===== src/rtl/pipemem_pkg.sv =====
// Shared encodings, default parameters and lane helper
// for the pipelined data-memory / MMIO stage.
package pipemem_pkg;

    localparam logic [1:0] SZ_WORD = 2'b00;
    localparam logic [1:0] SZ_HALF = 2'b01;
    localparam logic [1:0] SZ_BYTE = 2'b10;

    localparam int DEF_DMEM_AW = 5;
    localparam int DEF_N_OUT   = 3;
    localparam int DEF_N_IN    = 2;
    localparam int DEF_IO_BIT  = 7;

    // Zero result flags a misaligned or reserved-size access.
    function automatic logic [3:0] lane_en(
        input logic [1:0] size,
        input logic [1:0] a
    );
        logic [3:0] be;
        case (size)
            SZ_WORD: be = (a == 2'b00) ? 4'b1111 : 4'b0000;
            SZ_HALF: be = a[0] ? 4'b0000 : (a[1] ? 4'b1100 : 4'b0011);
            SZ_BYTE: be = 4'b0001 << a;
            default: be = 4'b0000;
        endcase
        return be;
    endfunction

endpackage


===== src/rtl/pipemem_dram.sv =====
// Single-port data RAM: byte-enabled synchronous write,
// registered read, contents never reset.
module pipemem_dram #(
    parameter int AW = 5
) (
    input  logic          clock,
    input  logic          we,
    input  logic [3:0]    be,
    input  logic          re,
    input  logic [AW-1:0] addr,
    input  logic [31:0]   wdata,
    output logic [31:0]   rdata
);

    logic [31:0] mem [2**AW];

    // Lane-masked write and registered read share one address.
    always_ff @(posedge clock) begin
        if (we) begin
            for (int b = 0; b < 4; b++) begin
                if (be[b]) mem[addr][8*b +: 8] <= wdata[8*b +: 8];
            end
        end
        if (re) rdata <= mem[addr];
    end

endmodule


===== src/rtl/pipemem_mmio.sv =====
// Memory stage: data RAM plus distinct MMIO output
// registers and synchronised input ports.
module pipemem_mmio
    import pipemem_pkg::*;
#(
    parameter int DMEM_AW = DEF_DMEM_AW,
    parameter int N_OUT   = DEF_N_OUT,
    parameter int N_IN    = DEF_N_IN,
    parameter int IO_BIT  = DEF_IO_BIT
) (
    input  logic              clock,
    input  logic              resetn,
    input  logic              mwmem,
    input  logic              mrmem,
    input  logic [1:0]        msize,
    input  logic [31:0]       malu,
    input  logic [31:0]       mb,
    output logic [31:0]       mmo,
    output logic              mmo_valid,
    output logic [N_OUT*32-1:0] out_port,
    output logic [N_OUT-1:0]  out_stb,
    input  logic [N_IN*32-1:0]  in_port,
    output logic              io_err
);

    logic [3:0]  be;
    logic        bad_fmt;
    logic        is_io;
    logic [3:0]  idx;
    logic [31:0] wdata;
    logic        st_ok;
    logic        ld_ok;
    logic        out_hit;
    logic        err_now;
    logic [31:0] in_sel;
    logic [31:0] dram_rdata;
    logic [31:0] io_q;
    logic        src_io;
    logic        unused_addr;
    logic [31:0] out_q [N_OUT];
    logic [31:0] sync1 [N_IN];
    logic [31:0] sync2 [N_IN];

    assign be      = lane_en(msize, malu[1:0]);
    assign bad_fmt = (be == 4'b0000);
    assign is_io   = malu[IO_BIT];
    assign idx     = malu[5:2];
    assign unused_addr = ^malu;

    // Simultaneous store+load keeps the store and drops the load.
    assign st_ok   = resetn & mwmem & ~bad_fmt;
    assign ld_ok   = resetn & mrmem & ~mwmem & ~bad_fmt;
    assign out_hit = st_ok & is_io & (int'(idx) < N_OUT);
    assign err_now = ((mwmem | mrmem) & bad_fmt)
                   | (mwmem & mrmem)
                   | (st_ok & is_io & ~out_hit);

    // Replicate store data so any enabled lane sees its bytes.
    always_comb begin
        case (msize)
            SZ_BYTE: wdata = {4{mb[7:0]}};
            SZ_HALF: wdata = {2{mb[15:0]}};
            default: wdata = mb;
        endcase
    end

    // Select the synchronised input port addressed by idx.
    always_comb begin
        in_sel = 32'h0;
        for (int k = 0; k < N_IN; k++) begin
            if (idx == 4'(k)) in_sel = sync2[k];
        end
    end

    pipemem_dram #(.AW(DMEM_AW)) u_dram (
        .clock (clock),
        .we    (st_ok & ~is_io),
        .be    (be),
        .re    (ld_ok & ~is_io),
        .addr  (malu[DMEM_AW+1:2]),
        .wdata (wdata),
        .rdata (dram_rdata)
    );

    // src_io resets to 1 so mmo reads the cleared io_q.
    assign mmo = src_io ? io_q : dram_rdata;

    for (genvar g = 0; g < N_OUT; g++) begin : g_out
        assign out_port[32*g +: 32] = out_q[g];
    end

    // Two-flop synchroniser for the asynchronous inputs.
    always_ff @(posedge clock or negedge resetn) begin
        if (!resetn) begin
            for (int k = 0; k < N_IN; k++) begin
                sync1[k] <= 32'h0;
                sync2[k] <= 32'h0;
            end
        end else begin
            for (int k = 0; k < N_IN; k++) begin
                sync1[k] <= in_port[32*k +: 32];
                sync2[k] <= sync1[k];
            end
        end
    end

    // Load result capture, sticky error and output port writes.
    always_ff @(posedge clock or negedge resetn) begin
        if (!resetn) begin
            mmo_valid <= 1'b0;
            src_io    <= 1'b1;
            io_q      <= 32'h0;
            io_err    <= 1'b0;
            out_stb   <= '0;
            for (int k = 0; k < N_OUT; k++) out_q[k] <= 32'h0;
        end else begin
            mmo_valid <= ld_ok;
            if (ld_ok) begin
                src_io <= is_io;
                if (is_io) io_q <= in_sel;
            end
            io_err <= io_err | err_now;
            for (int k = 0; k < N_OUT; k++) begin
                out_stb[k] <= out_hit && (idx == 4'(k));
                if (out_hit && (idx == 4'(k))) begin
                    for (int b = 0; b < 4; b++) begin
                        if (be[b]) out_q[k][8*b +: 8] <= wdata[8*b +: 8];
                    end
                end
            end
        end
    end

endmodule


===== config.mk =====
export PLATFORM = sky130hd
export DESIGN_NAME = pipemem_mmio
export DESIGN_NICKNAME = d
export VERILOG_FILES = /design/src/rtl/pipemem_pkg.sv /design/src/rtl/pipemem_dram.sv /design/src/rtl/pipemem_mmio.sv
export SDC_FILE = /design/constraint.sdc
export NUM_CORES = 1
export LEC_CHECK = 0
export CAP_MARGIN = 20
export CORE_MARGIN = 2
export CORE_UTILIZATION = 52
export DETAILED_ROUTE_END_ITERATION = 12
export PLACE_DENSITY_LB_ADDON = 0.08
export REMOVE_ABC_BUFFERS = 1
export SLEW_MARGIN = 40
export SYNTH_ARGS = -nofsm -noshare
export SYNTH_HDL_FRONTEND = slang
export SYNTH_HIERARCHICAL = 1
export SYNTH_SLANG_ARGS = --single-unit

===== constraint.sdc =====
create_clock -name clock -period 1.9 [get_ports clock]
set_clock_uncertainty 0.1 [all_clocks]
set_input_delay 0.38 -clock clock [delete_from_list [all_inputs] [get_ports clock]]
set_output_delay 0.38 -clock clock [all_outputs]
set_load 0.01 [all_outputs]

# Word level (Yosys, flattened, before mapping)
# Memories as Yosys holds them, arrays and structs flattened. A register that Yosys moved wholly into a read port is not among the register bits.
# Index checks and enable logic that the tools add are counted.
# word_totals
mem_count	1
register_bits	262
word_cells	88
output_inout_bits	133
inputBits	134
ram_bits	1024
# memory_table
memory	depth	word_bits	read_ports	rd_ports_with_merged_regs	wr	line	rtl
u_dram.mem	32	32	1	1	1	pipemem_dram.sv:15	logic [31:0] mem [2**AW];
# op_classes
bitwise_logic	20
n_mux	20
reduce_logical	20
order_cmp	1
n_shift	1
eq_ne	4
# ops
operator	count
2-to-1 mux 32 bit	3
case mux 32 bit (2 select lines)	1
AND reduction 2 bit	13
bitwise AND 1 bit	12
2-to-1 mux 1 bit	12
2-to-1 mux 4 bit	3
case mux 4 bit (3 select lines)	1
logical NOT 4 bit	2
== test 4 x 1 -> 1 bit, second input constant	1
== test 4 x 2 -> 1 bit, second input constant	1
logical NOT 2 bit	2
less-than comparator 4 x 2 -> 1 bit, second input constant	1
NOT 1 bit	4
bitwise OR 1 bit	4
left shift 1 x 2 -> 4 bit, first input constant	1
logical AND 1 bit	3
== test 2 x 1 -> 1 bit, second input constant	1
== test 2 bit, second input constant	1

# Depth between registers and ports, before layout
# Gate-level depths: netlist (run 1).
# logic_depth
ltp_word	12
depth_mapped	11
depth_no_buf	8

# Hierarchy
# Netlist (run 1), hierarchy kept.
# modules_own_cells
module	cells_per_inst	instances	area_each_um2	seq_area_each_um2
pipemem_dram	2230	1	40523.9	31710.4
pipemem_mmio	632	1	9631.7	6557.5

# Worst setup path after synthesis (run 1)
# Ideal clock, no wire load.
# synth_timing
path_kind	in2reg
startpoint	input port msize[1]
endpoint	register u_dram.rdata[0] (read register of u_dram.mem) (enable)
cell_stages	7
slack_ns	-1.699
path_buffers	1
required_ns	1.379
t_arrival_ns	3.078
setup_time_ns	0.421
path_cell_list	inv_1 -> ha_1 -> nor3_1 -> or4_1 -> clkbuf_1 -> a311o_1 -> nor2_1
# synth_via
elab_chain_len	6
elab_cells_between_ends	8
classes_between	eq/ne (2); mux (1); bitwise (3); reduce/logical (2)
# synth_lines
item	line	rtl
start: declaration	pipemem_mmio.sv:15	input logic [1:0] msize,
== test 2 bit, or another cell as far along	pipemem_pkg.sv:20	case (size)
case mux 4 bit (3 select lines) *	pipemem_pkg.sv:20	
logical NOT 4 bit *	pipemem_mmio.sv:45	assign bad_fmt = (be == 4'b0000);
NOT 1 bit *	pipemem_mmio.sv:52	assign ld_ok = resetn & mrmem & ~mwmem & ~bad_fmt;
bitwise AND 1 bit *	pipemem_mmio.sv:52	
bitwise AND 1 bit *	pipemem_mmio.sv:79	.re (ld_ok & ~is_io),
end: declaration	pipemem_dram.sv:12	output logic [31:0] rdata
# Every way passes the cells marked *; elsewhere a longest branch is shown, timed or not.
# A chain may end at the register's enable or synchronous reset.

# Worst setup path in the final report (run 1)
# layout_timing
startpoint	register src_io
endpoint	output port mmo[25]
# layout_via
elab_chain_len	1
# layout_lines
item	line	rtl
start: declaration	pipemem_mmio.sv:38	logic src_io;
start signal: assignment	pipemem_mmio.sv:119	src_io <= is_io;
2-to-1 mux 32 bit	pipemem_mmio.sv:86	assign mmo = src_io ? io_q : dram_rdata;
end: declaration	pipemem_mmio.sv:18	output logic [31:0] mmo,
# No other way between the ends.

==> impl_metrics.ini, run 1 <==
[hold_path]
hp-class = input pin to register

[timing]
grt_setup_unrepaired = true
slew_violations = 0
hold_slack_ns = 0.03768
tightestPinTransition_ns = 0.6715
final.period_utilization_pct = 141.3
fmax_ghz = 0.3725
hold_viol = 0
tns_ns = -296.15
fin_crit_ns = 2.685
worst_slack_ns = -0.7848
setup_viol = 1233
slew-limit-headroom_pct = 55.23

[routing]
drt_iter0_markers = 3317
firstDrtPassIters = 6
drc = 0
via_per_inst = 5.880
drtAntennaViolNets = 0
routed_wl_mm = 142.7
wl_per_cell_um = 28.17
num_vias = 29787

[floorplan]
die_h_um = 314.6
dieArea_sq_mm = 0.09895
fp-row-count = 113
core_area_sq_mm = 0.09529
io_pins = 267
fp.dieW_um = 314.6
start_util_pct = 52.63

[critical_path]
worst-path-buf-inv = 4
slowest_stage = dfstp_2
critPathLaunch = src_io$_DFFE_PN1P_
worstPathRequired_ns = 1.42
cp_top_family = flip-flops
cp_cell_sequence = buf_6 -> buf_12 -> buf_6 -> mux2_4 -> buf_6
cp_max_fo = 5
worst_setup_path_end_kind = primary output
worstSetupStartpointType = register
crit_arrival_ns = 2.20
slowest_delay_ns = 0.65
crit_path_end = mmo[25]
r2r-start = u_dram/mem[27][13]$_DFFE_PP_
r2r_cells = 5
criticalPathCategory = register to primary output
reg2reg_slack_ns = 0.09
r2r-end = u_dram/rdata[13]$_DFFE_PP_
crit_cells = 5
crit_path_frequent_cell = buf_6

[synth]
synth-seq-cells = 1318
seq_area_frac_synth_pct = 76.30
synth-async-reset-ratio_pct = 19.88
synth_top_area_cell = edfxtp_1
synth_area_leaders = edfxtp_1 63%, dfrtp_1 13%, mux2i_1 10%
synthFlopType = edfxtp_1
avgSynthCellArea_sq_um = 17.52
synth_edf_count = 1056
synth_top_area_share_pct = 63.22
synthDistinctLibCells = 54
syn_inst = 2862
yosysWarnings = 6
netlist_area_sq_mm = 0.05016

[pwr]
peakVddDrop_mv = 0.6796
leakage_uw = 0.02480
cellPowerDensity_mw_per_mm2 = 969.5
power_uw = 64470

[cts]
cts_buffer_depth = 3
clkTransAtPathRegs_ns = 0.06
clockRootBuffer = clkbuf_16
cts_num_sinks = 1318
htree_levels = 4
cts_made_buffers = 136
clk_latency_ns = 0.75
cts_tree = built

[finish]
final_cell_mix = 1,056 x edfxtp_1, 512 x mux2i_1, 260 x dfrtp_1
drive_gt1_share_pct = 30.89
num-fill-cells = 6020
final_area_sq_mm = 0.06650
diodes = 0
syn2layout_area_growth_pct = 32.58
finalNetCount = 3827
layoutNonFillerInstCount = 5066
final_common_cell = edfxtp_1

[placed_design]
io_buffers = 242
hpwlAfterDp_mm = 96.71
place_area_sq_mm = 0.05869
gp_routability_congestion = 0.9619
placed_cells = 4727

[global_routing]
grt_max_degree = 143
grt_first_pass_wirelength_mm = 205.5
globalRouteOverflowTotal = 0
antenna_found_initial = 4
grt_pass1_vias = 30481
grt_use_total_pct = 28.95

[status]
status = finished, violations left
violations = setup timing

[job]
cap_viol_max_count = 0
[cell type report]
type	instances	area (sq um)	area share (%)
multi-input cells	1355	12500	18.80
well taps	1265	1583	2.380
inverters	23	98.84	0.1486
clock inverters	79	779.5	1.172
repair buffers	854	9544	14.35
clock buffers	172	3724	5.600
flip-flops and latches	1318	38270	57.55
[logic make-up (layout without fill, tap and decap cells)]
group | Yosys count | after routing | share of synthesized area (%)
AND/OR/NAND/NOR | 343 | 343 | 3.448
AO/OA/AOI/OAI | 351 | 351 | 4.750
flip-flops | 1318 | 1318 | 76.30
buffers and inverters | 189 | 1128 | 1.928
multiplexers | 656 | 656 | 13.45
adder cells (fa/ha/maj) | 5 | 5 | 0.1247
[routing by layer]
metal | global-route usage [%] | share of wire [%] | vias up
li1 | - | - | 12926
met1 | 39.62 | 40 | 15049
met2 | 45.82 | 47 | 1547
met3 | 6.904 | 9.4 | 259
met4 | 10.00 | 3.2 | 6
met5 | 0 | 0.021 | -
[through the flow]
step                      utilization, %  worst slack, ns
after detailed placement           61.59           -1.541
after global placement             61.58           -1.507
after CTS                          69.46          -0.8321
after global routing               69.78          -0.7940
final                              69.78          -0.7848
after floorplan                        -           -2.100
[state kept, by name (all words and copies together) (netlist names)]
| register | cells |
|---|---|
| u_dram/mem | 1024 |
| out_port | 96 |
| sync1 | 64 |
| sync2 | 64 |
| io_q | 32 |
| u_dram/rdata | 32 |
| out_stb | 3 |
| io_err | 1 |
| mmo_valid | 1 |
| src_io | 1 |
[Yosys cell counts (4+ instances only)]
cell and count:
dfrtp_1 261, o22a_1 8, a22o_1 40, mux2i_1 512
ha_1 5, clkbuf_1 55, nor2_1 158, nand4bb_1 6
edfxtp_1 1056, o22ai_1 256, buf_4 7, buf_1 4
nand3_1 16, a21oi_1 25, nor3_1 4, nor2_2 4
inv_1 23, nand2_1 47, nand4_1 5, a22oi_1 8
buf_6 17, nand4b_1 5, nor4_1 64, buf_2 83
mux2_2 144
[what timing repair did]
item | CTS | global route
resized for setup | 912 | 76
cloned | 3 | 0
pin swaps | 126 | 3
endpoints found under the hold margin | 144 | 0
hold buffers | 64 | 0
setup endpoints to repair | 1584 | 1247
setup buffers | 17 | 7
[how the worst min path moves through the flow]
stage	slack (ns)	endpoint	startpoint	cells past startpoint
floorplan	-0.02	io_err$_DFF_PN0_	resetn	0
global placement	0.23	sync2[63]$_DFF_PN0_	sync1[63]$_DFF_PN0_	0
detailed placement	0.23	sync2[63]$_DFF_PN0_	sync1[63]$_DFF_PN0_	0
CTS	0.005	sync1[1]$_DFF_PN0_	in_port[33]	1
global route	0.007	sync1[1]$_DFF_PN0_	in_port[33]	1
finish	0.04	sync1[1]$_DFF_PN0_	in_port[33]	1
[power by group]
| group | leakage [uW] | total (uW) | switching, uW | internal, uW |
|---|---|---|---|---|
| clock network | 0.00221 | 26600 | 10800 | 15800 |
| logic | 0.0102 | 5870 | 3250 | 2620 |
| registers | 0.0124 | 32000 | 136 | 31900 |
| total | 0.0248 | 64500 | 14200 | 50300 |
(Power assumes the default switching activity.)
==> run 2, diff against run 1 <==
--- a/config.mk
+++ b/config.mk
@@ -6,7 +6,6 @@
 export NUM_CORES = 1
 export LEC_CHECK = 0
 export CAP_MARGIN = 20
-export CORE_MARGIN = 2
 export CORE_UTILIZATION = 52
 export DETAILED_ROUTE_END_ITERATION = 12
 export PLACE_DENSITY_LB_ADDON = 0.08
==> impl_metrics.ini, run 2 (synthesis results as in run 1) <==
[critical_path]
cp_top_family = flip-flops
worst-path-buf-inv = 3
worstPathRequired_ns = 1.42
crit_arrival_ns = 2.11
reg2reg_slack_ns = 0
crit_path_frequent_cell = buf_12
slowest_stage = dfstp_4
cp_cell_sequence = buf_12 -> buf_12 -> mux2_4 -> buf_6
cp_max_fo = 8
criticalPathCategory = register to primary output
r2r-end = u_dram/rdata[5]$_DFFE_PP_
worstSetupStartpointType = register
r2r_cells = 5
worst_setup_path_end_kind = primary output
slowest_delay_ns = 0.66
r2r-start = u_dram/mem[7][5]$_DFFE_PP_

[placed_design]
gp_routability_congestion = 0.9847
io_buffers = 242
hpwlAfterDp_mm = 96.05
pre_cts_slack_ns = -1.502

[cts]
clockRootBuffer = clkbuf_16
cts_buffer_depth = 3
cts_num_sinks = 1318
clkTransAtPathRegs_ns = 0.06
clk_latency_ns = 0.73
htree_levels = 4
cts_tree = built
cts_made_buffers = 134

[timing]
hold_viol = 0
tightestPinTransition_ns = 0.7144
tns_ns = -332.92
fin_crit_ns = 2.586
fmax_ghz = 0.3867
grt_setup_unrepaired = true
setup_viol = 1260
worst_slack_ns = -0.6860
final.period_utilization_pct = 136.1
slew_violations = 0
slew-limit-headroom_pct = 52.38

[status]
status = finished, violations left
violations = setup timing

[routing]
num_vias = 29971
wl_per_cell_um = 28.58
firstDrtPassIters = 5
via_per_inst = 5.909
drtAntennaViolNets = 0
routed_wl_mm = 144.9
drt_iter0_markers = 3230
drc = 0

[global_routing]
grt_max_degree = 119
globalRouteOverflowTotal = 0
grt_use_total_pct = 29.69
grt_pass1_vias = 30620
antenna_found_initial = 3
grt_first_pass_wirelength_mm = 208.9

[hold_path]
hp-class = input pin to register
min_path_cells = 4
whs_endpoint = out_stb[1]$_DFF_PN0_
min_from = resetn

[pwr]
sw_frac_of_total_pct = 21.79
p_switching_uw = 13930
seqPwrFrac_pct = 50.1
cellPowerDensity_mw_per_mm2 = 960.0
p_clk_share_pct = 40.7
p_int_uw = 50000
peakVddDrop_mv = 0.6783
combPwrFrac_pct = 9.2
leakage_uw = 0.02487

[finish]
largest_register = u_dram/mem
largest_reg_flops = 1024
seqCellArea_sq_mm = 0.03827
diodes = 0
syn2layout_area_growth_pct = 32.76
final_common_cell = edfxtp_1
multiInputGateArea_sq_mm = 0.01246
finalNetCount = 3840
drive_gt1_share_pct = 30.31
num-fill-cells = 6083
final_cell_mix = 1,056 x edfxtp_1, 512 x mux2i_1, 261 x dfrtp_1

[floorplan]
start_util_pct = 52.63
io_pins = 267
dieArea_sq_mm = 0.09770
die_h_um = 312.6
core_area_sq_mm = 0.09529
fp-row-count = 113
fp.dieW_um = 312.6

[job]
cap_viol_max_count = 0
-- run 2: cell count changes in the layout (fill, tap and decap cells not counted), moves of 6 or more --
| cell | delta |
|---|---|
| o22ai_2 | -12 |
| clkbuf_1 | +11 |
| o22ai_1 | +11 |
| clkdlybuf4s15_2 | -9 |
| buf_6 | +8 |
| inv_6 | -7 |
| nor4_2 | -6 |
-- run 2: per-layer routing --
metal,vias to the layer above,GRT usage (%),wire [um]
li1,12954,-,-
met1,15269,42.49,60590
met2,1500,45.90,67020
met3,246,6.052,12950
met4,2,9.690,4352
met5,-,0,17
-- run 2: how the worst max path moves through the flow --
stage                     depth (start not counted)  slack (ns)                     endpoint          startpoint
after floorplan                                   8       -2.10  u_dram/mem[12][0]$_DFFE_PP_            msize[1]
final                                             4       -0.69                      mmo[15]  src_io$_DFFE_PN1P_
after global placement                           12       -1.46   u_dram/mem[7][1]$_DFFE_PP_            msize[1]
after global routing                              4       -0.74                      mmo[20]  src_io$_DFFE_PN1P_
after detailed placement                         12       -1.50  u_dram/mem[31][2]$_DFFE_PP_            msize[1]
after CTS                                         4       -0.78                      mmo[20]  src_io$_DFFE_PN1P_
-- run 2: repair_timing --
action	4_1_cts	5_1_grt
endpoints found under the hold margin	260	152
gates resized for setup	910	69
setup endpoints to repair	1900	1308
pin swaps	124	7
cloned	9	0
buffers inserted	34	9
hold buffers	61	1
-- run 2: final cells by class --
type                    instances  share of cell area (%)
clock buffers                 184                   5.708
clock inverters                58                  0.8700
inverters                      23                  0.1503
multi-input cells            1355                   18.71
flip-flops and latches       1318                   57.48
well taps                    1265                   2.377
repair buffers                869                   14.71
-- run 2: stage by stage --
step	total power, uW	hold WS (ns)	instance area, sq um	instances	util, %
6_report	63920	0.03096	66590	5072	69.88
3_3_place_gp	37810	0.2324	58640	4722	61.53
4_1_cts	64260	0.008147	66290	5065	69.56
2_1_floorplan	34150	-0.01559	49270	2696	-
3_5_place_dp	37870	0.2347	58640	4722	61.53
5_1_grt	65650	0.01538	66590	5072	69.88
-- run 2: power by group through the flow --
stage	clock network (uW)	registers, uW	logic, uW
floorplan	0	32600	1510
global placement	0	32600	5250
detailed placement	0	32600	5290
CTS	26400	32000	5860
global route	27500	32000	6130
finish	26000	32000	5890
-- run 2: worst reg2reg max path: stages, from the launching register on --
cell and delay, ns:
edfxtp_1 0.38, mux2i_1 0.23, o22ai_1 0.15, nor4_1 0.56
buf_4 0.20, nand2_1 0.04
